`config.mk`:
```
export PLATFORM = sky130hd
export DESIGN_NAME = aux_cnt_ctrl
export DESIGN_NICKNAME = d
export VERILOG_FILES = /design/src/rtl/aux_pkg.sv /design/src/rtl/aux_timeout_cnt.sv /design/src/rtl/aux_cnt_ctrl.sv
export SDC_FILE = /design/constraint.sdc
export NUM_CORES = 1
export LEC_CHECK = 0
export CAP_MARGIN = 0
export CORE_MARGIN = 3
export CORE_UTILIZATION = 39
export DETAILED_ROUTE_END_ITERATION = 7
export GPL_TIMING_DRIVEN = 0
export PLACE_DENSITY = 0.82
export SYNTH_ARGS = -nofsm -noshare
export SYNTH_HDL_FRONTEND = slang
export SYNTH_SLANG_ARGS = --single-unit
```
`constraint.sdc`:
```
create_clock -name clk -period 2.5 [get_ports clk]
set_input_delay 0.25 -clock clk [delete_from_list [all_inputs] [get_ports clk]]
set_output_delay 0.25 -clock clk [all_outputs]
set_load 0.1 [all_outputs]
```
`src/rtl/aux_pkg.sv`:
```
// Shared definitions for the auxiliary counter control block:
// FSM state encodings and default parameter values.
package aux_pkg;

  localparam int CNT_W_DEF     = 6;
  localparam int TO_CYCLES_DEF = 255;

  typedef enum logic [2:0] {
    IDLE  = 3'd0,
    CLR   = 3'd1,
    ISSUE = 3'd2,
    INCR  = 3'd3,
    DONE  = 3'd4,
    ABORT = 3'd5
  } state_t;

endpackage

```
`src/rtl/aux_timeout_cnt.sv`:
```
// Ack-wait timeout counter. Held at zero while clr is high, counts the
// cycles in which en is high, and flags expired on the cycle that would
// be the TO_CYCLES-th counted cycle.
module aux_timeout_cnt
  import aux_pkg::*;
#(
  parameter int TO_CYCLES = TO_CYCLES_DEF
) (
  input  logic clk,
  input  logic rstn,
  input  logic clr,
  input  logic en,
  output logic expired
);

  localparam int W = $clog2(TO_CYCLES + 1);

  logic [W-1:0] cnt_q;

  // expired is raised on the last permitted wait cycle so the FSM can
  // move to ABORT exactly TO_CYCLES cycles after ISSUE was entered.
  assign expired = (cnt_q == W'(TO_CYCLES - 1));

  // Wait-cycle counter; saturates once expired so it never wraps.
  always_ff @(posedge clk or negedge rstn) begin
    if (!rstn) begin
      cnt_q <= '0;
    end else if (clr) begin
      cnt_q <= '0;
    end else if (en && !expired) begin
      cnt_q <= cnt_q + W'(1);
    end
  end

endmodule

```
`src/rtl/aux_cnt_ctrl.sv`:
```
// Control FSM for the 6-bit auxiliary counter register. Clears the
// register, walks indices 0..limit-1 out over a valid/ack handshake
// (incrementing the register between indices) and reports busy/done.
// Optional build macro: AUX_CNT_CTRL_TIMEOUT_EN adds an ack-wait timeout.
//
// Handshake: idx_valid_o is high for the whole ISSUE state and idx_o is
// held stable until the cycle in which idx_ack_i is sampled high with
// idx_valid_o; that cycle completes the transfer of the current index.
// idx_ack_i is ignored whenever idx_valid_o is low.
module aux_cnt_ctrl
  import aux_pkg::*;
#(
  parameter int CNT_W     = CNT_W_DEF,
  parameter int TO_CYCLES = TO_CYCLES_DEF
) (
  input  logic             clk,
  input  logic             rstn,
  input  logic             start_i,
  input  logic             abort_i,
  input  logic [CNT_W-1:0] limit_i,
  input  logic [CNT_W-1:0] aux_cnt_i,
  input  logic             idx_ack_i,
  output logic [CNT_W-1:0] aux_reg_i,
  output logic             aux_reg_en,
  output logic             aux_reg_clr,
  output logic             idx_valid_o,
  output logic [CNT_W-1:0] idx_o,
  output logic             busy_o,
  output logic             done_o,
  output logic             timeout_o
);

  state_t           state_q, state_d;
  logic [CNT_W-1:0] limit_q;
  logic             timeout_q, timeout_d;
  logic             to_hit;
  logic             last_idx;

`ifdef AUX_CNT_CTRL_TIMEOUT_EN
  aux_timeout_cnt #(
    .TO_CYCLES (TO_CYCLES)
  ) u_timeout (
    .clk     (clk),
    .rstn    (rstn),
    .clr     (state_q != ISSUE),
    .en      ((state_q == ISSUE) && !idx_ack_i),
    .expired (to_hit)
  );
`else
  logic unused_cfg;
  assign unused_cfg = ^TO_CYCLES;
  assign to_hit     = 1'b0;
`endif

  // The register is the index; the last index is limit-1 (limit is never
  // zero in ISSUE because CLR bypasses straight to DONE).
  assign last_idx = (aux_cnt_i == limit_q - CNT_W'(1));

  // Next-state logic; abort outranks ack, completion and timeout.
  always_comb begin
    state_d   = state_q;
    timeout_d = 1'b0;
    case (state_q)
      IDLE:  if (start_i) state_d = CLR;
      CLR: begin
        if (abort_i)              state_d = ABORT;
        else if (limit_q == '0)   state_d = DONE;
        else                      state_d = ISSUE;
      end
      ISSUE: begin
        if (abort_i) begin
          state_d = ABORT;
        end else if (idx_ack_i) begin
          state_d = last_idx ? DONE : INCR;
        end else if (to_hit) begin
          state_d   = ABORT;
          timeout_d = 1'b1;
        end
      end
      INCR:  state_d = abort_i ? ABORT : ISSUE;
      DONE:  state_d = abort_i ? ABORT : IDLE;
      ABORT: state_d = IDLE;
      default: state_d = IDLE;
    endcase
  end

  // State register, timeout pulse flag and limit capture on accepted start.
  always_ff @(posedge clk or negedge rstn) begin
    if (!rstn) begin
      state_q   <= IDLE;
      timeout_q <= 1'b0;
      limit_q   <= '0;
    end else begin
      state_q   <= state_d;
      timeout_q <= timeout_d;
      if ((state_q == IDLE) && start_i) limit_q <= limit_i;
    end
  end

  // Control outputs are decoded from registered state only.
  assign aux_reg_clr = (state_q == CLR) || (state_q == ABORT);
  assign aux_reg_en  = (state_q == INCR);
  assign idx_valid_o = (state_q == ISSUE);
  assign done_o      = (state_q == DONE);
  assign busy_o      = (state_q != IDLE);
  assign timeout_o   = timeout_q;

  // Datapath taps on the register value; wraps modulo 2^CNT_W.
  assign aux_reg_i = aux_cnt_i + CNT_W'(1);
  assign idx_o     = aux_cnt_i;

endmodule

```
Word-level counts from Yosys, hierarchy flattened
Cells that the tools add are included.
- flip-flop bits (word level): 9
- output and inout bits: 18
- equal/unequal tests: 8
- $add $sub $neg: 2
- reductions and logical operators: 6
- mux-type cells: 9
- operators by type and width (cell ; count):
    $mux W3 ; 8
    $pmux W3 S5 ; 1
    $add A6 B1 Y6 const B ; 1
    $eq A3 B2 Y1 const B ; 2
    $eq A3 B3 Y1 const B ; 2
    $eq A6 B6 Y1 ; 1
    $logic_not A6 Y1 ; 1
    $sub A6 B1 Y6 const B ; 1
    $eq A3 B1 Y1 const B ; 1
    $logic_not A3 Y1 ; 1
    $ne A3 B3 Y1 const B ; 1
    $reduce_bool A3 Y1 ; 1
    $ne A2 B2 Y1 const B ; 1
    $reduce_and A2 Y1 ; 1
    $logic_and A1 B1 Y1 ; 1
    $logic_or A1 B1 Y1 ; 1

Depth between registers and ports, before layout
- word-level depth: 6
- depth in mapped cells: 7
- gate-level depth less buffers: 7

Least setup slack after synthesis
OpenSTA, ideal clock, no wires.
- path kind: reg-to-output
- from: reg state_q[1]
- to: out done_o
- slack: -0.457 ns
- stages on the path, launching flop included: 3
- path buffers: 1
- arrival: 2.707 ns
- path through: dfrtp_1 > buf_2 > nor3b_1
- longest elaborated chain between the ends: 1
- ends and longest elaborated chain (element ; RTL line ; source):
    from (decl) ; aux_cnt_ctrl.sv:33 ; state_t state_q, state_d;
    from (signal assigned) ; aux_cnt_ctrl.sv:94 ; state_q <= state_d;
    $eq A3 B3 Y1 ; aux_cnt_ctrl.sv:104 ; assign done_o = (state_q == DONE);
    to (decl) ; aux_cnt_ctrl.sv:29 ; output logic done_o,
No other way between the ends.

Final worst setup path
- from: in aux_cnt_i[0]
- to: out aux_reg_i[1]
- longest elaborated chain between the ends: 1
- ends and longest elaborated chain (element ; RTL line ; source):
    from (decl) ; aux_cnt_ctrl.sv:21 ; input logic [CNT_W-1:0] aux_cnt_i,
    $add A6 B1 Y6 ; aux_cnt_ctrl.sv:109 ; assign aux_reg_i = aux_cnt_i + CNT_W'(1);
    to (decl) ; aux_cnt_ctrl.sv:23 ; output logic [CNT_W-1:0] aux_reg_i,
No other way between the ends.

==> impl_metrics.toml <==
[timing]
fin_skew_ns = 0.00448
holdWs_ns = 0.284
grt_setup_unrepaired = "no"
tightest_slew_ns = 0.979
relSlewSlack_pct = 34.5
period_minus_slack_ns = 2.45
setup_viol = 0
slew_viol_final = 0
fmax_mhz = 408
setup_tns_ns = 0
min_period_over_period_pct = 98.0
hold_violations = 0

[detailed_routing]
dr.pass1.iters = 4
drt_iter0_drc = 7
num_vias = 718
avgRoutedWirePerCell_um = 12.1
via_per_inst = 4.82
drc = 0
ant_nets = 0
wirelength_mm = 1.81

[place]
dp.cells = 145
port_buffers = 32
dp_hpwl_mm = 1.54
gp_congestion = 0.728

[clock_tree]
cts_sinks = 9
clkLatencyLatePin_ns = 0.25
numCtsBuffers = 3
cts_tree = "built"
htree_levels = 1
post_cts_buffers = 0
clkTransAtPathRegs_ns = 0.06
cts_buffer_depth = 2
clockRootBuffer = "clkbuf_4"

[final_layout]
seq_area_um2 = 225
area_growth_pct = 49.5
fillers = 153
fin_nets = 145
num_antenna_cells = 0
fin_cells = 149
utilization_pct = 64.0
multi_input_area_um2 = 455
drive_gt1_share_pct = 16.9

[power]
netSwitchingPower_w = 0.000814
clockPowerShare_pct = 7.2
internal_power_w = 0.000622
leakage_nw = 0.538
p_seq_share_pct = 21.6
max-vdd-ir-drop_v = 0.000689
power-per-cell-area_nw_per_um2 = 1250
total_power_w = 0.00144
switching_share_pct = 56.7
pwr-share-comb_pct = 71.2

[synthesis]
postSynthCellCount = 88
ys_ff_latch = 9
ys_types = 33
synth_fp_nets = 108
synth_area_um2 = 771
avgSynthCellArea_um2 = 8.76
ys_warn_count = 0
yosysSeqAreaShare_pct = 29.2

[global_route]
track_usage_pct = 15.0
grt_pass1_vias = 707
grt_pass1_wl_mm = 2.95
grt_max_degree = 10
gr-total-overflow = 0
antenna_found_initial = 0

[status]
status = "finished, final reports clean"

[critical_path]
crit_arrival_ns = 2.20
worstSetupEndpointType = "primary output"
critPathLaunchType = "input pin"
r2r_slack_ns = 0.47
critical_path_class = "in -> out"
crit_path_max_fanout = 5
crit_required_ns = 2.25

[floorplan]
rows = 15
io-pin-count = 35
core_area_um2 = 1800
start_util_pct = 42.8
die_w_um = 50.5
dieArea_um2 = 2550
die_h_um = 50.5

[job]
cap_violations = 0

[min_path]
hold_class = "in -> async"
==> state kept, by name, indices dropped and copies added (netlist names) <==
| name | flops |
|---|---|
| limit_q | 6 |
| state_q | 3 |
==> layout make-up <==
class / count / area share [%]
tap: 25 / 2.71
clock buffer: 4 / 2.28
inverter: 6 / 1.95
sequential: 9 / 19.5
buffer: 10 / 6.30
timing repair buffer: 32 / 27.7
multi-input combinational: 63 / 39.5
==> cells by family (layout without fill, tap and decap cells) <==
logic type | Yosys count | in the layout | share of synthesized area, %
multiplexers | 4 | 4 | 5.84
flip-flops | 9 | 9 | 29.2
AND/OR/NAND/NOR | 29 | 29 | 19.0
adder cells (fa/ha/maj) | 3 | 3 | 4.87
other | 1 | 1 | 0.487
AO/OA/AOI/OAI | 14 | 14 | 14.6
XOR/XNOR | 12 | 12 | 13.6
buffers and inverters | 16 | 52 | 12.3
==> power groups by stage <==
stage | clock, W | sequential (W) | combinational (W)
after CTS | 0.000108 | 0.000310 | 0.00103
after global routing | 0.000116 | 0.000327 | 0.00109
after floorplan | 0 | 0.000288 | 0.000827
final | 0.000103 | 0.000311 | 0.00102
after global placement | 0 | 0.000304 | 0.00100
after detailed placement | 0 | 0.000312 | 0.00104
==> cell usage in the layout (no fill, tap or decap), types with 2 or more instances in the layout <==
cell	n
a41oi_1	2
buf_4	7
clkbuf_1	2
clkbuf_4	3
clkdlybuf4s50_1	25
dfrtp_1	9
dlygate4sd2_1	5
dlymetal6s2s_1	2
ha_1	3
inv_1	6
mux2_2	4
nand2_1	6
nand3_1	7
nor2_1	6
nor2b_1	2
nor3_1	2
o21ai_0	2
o22ai_1	2
xnor2_1	5
xor2_1	7
==> repair_timing <==
item                                    CTS  global route
hold buffers                              0             0
gates resized for setup                   5             2
endpoints found under the setup margin    5             2
pin swaps                                 0             0
==> critical path, cell delays in order <==
cell,delay [ns]
clkdlybuf4s50_1,0.50
ha_1,0.32
clkdlybuf4s50_1,1.12
==> final timing paths <==
kind | startpoint | cells past startpoint | end
max in group asynchronous | rstn | 1 | limit_q[0]$_DFFE_PN0P_
max reg2reg | limit_q[0]$_DFFE_PN0P_ | 7 | state_q[1]$_DFFE_PN0P_
max | aux_cnt_i[0] | 3 | aux_reg_i[1]
min in group clk | aux_cnt_i[2] | 4 | state_q[2]$_DFFE_PN0P_
min | rstn | 1 | limit_q[4]$_DFFE_PN0P_
min reg2reg | limit_q[4]$_DFFE_PN0P_ | 1 | limit_q[4]$_DFFE_PN0P_
==> cells in the mapped netlist (all sizes together) <==
| library cell | number | area, µm² |
|---|---|---|
| or3 | 2 | 17.5 |
| ha | 3 | 37.5 |
| a31o | 1 | 8.76 |
| a21oi | 1 | 5.00 |
| nand3 | 7 | 35.0 |
| nor2b | 2 | 12.5 |
| nor3b | 1 | 7.51 |
| inv | 6 | 22.5 |
| a211oi | 1 | 7.51 |
| o32ai | 1 | 8.76 |
| dfrtp | 9 | 225 |
| xor2 | 7 | 61.3 |
| a221oi | 1 | 15.0 |
| nand2 | 6 | 22.5 |
| o21ba | 1 | 10.0 |
| conb | 1 | 3.75 |
| and2 | 1 | 6.26 |
| nor2 | 7 | 28.8 |
| xnor2 | 5 | 43.8 |
| or2 | 1 | 6.26 |
| o22ai | 2 | 12.5 |
| mux2 | 4 | 45.0 |
| o21a | 1 | 7.51 |
| buf | 9 | 68.8 |
| clkbuf | 1 | 3.75 |
| a41oi | 2 | 17.5 |
| a41o | 1 | 10.0 |
| nor3 | 2 | 10.0 |
| o21ai | 2 | 10.0 |
==> through the flow <==
step	instance area, µm²	setup slack [ns]
3_5_place_dp	1130	-0.175
3_3_place_gp	1130	-0.172
6_report	1150	0.0503
5_1_grt	1150	0.00288
2_1_floorplan	776	0.178
4_1_cts	1150	0.0207
==> layer usage <==
| metal | up-vias | global-route usage (%) | part of all wire, % |
|---|---|---|---|
| li1 | 366 | - | - |
| met1 | 332 | 16.9 | 41 |
| met2 | 18 | 26.5 | 55 |
| met3 | 2 | 2.97 | 4.0 |
| met4 | 0 | 7.62 | 0.44 |
| met5 | - | 0 | 0 |
(Power assumes the default switching activity.)
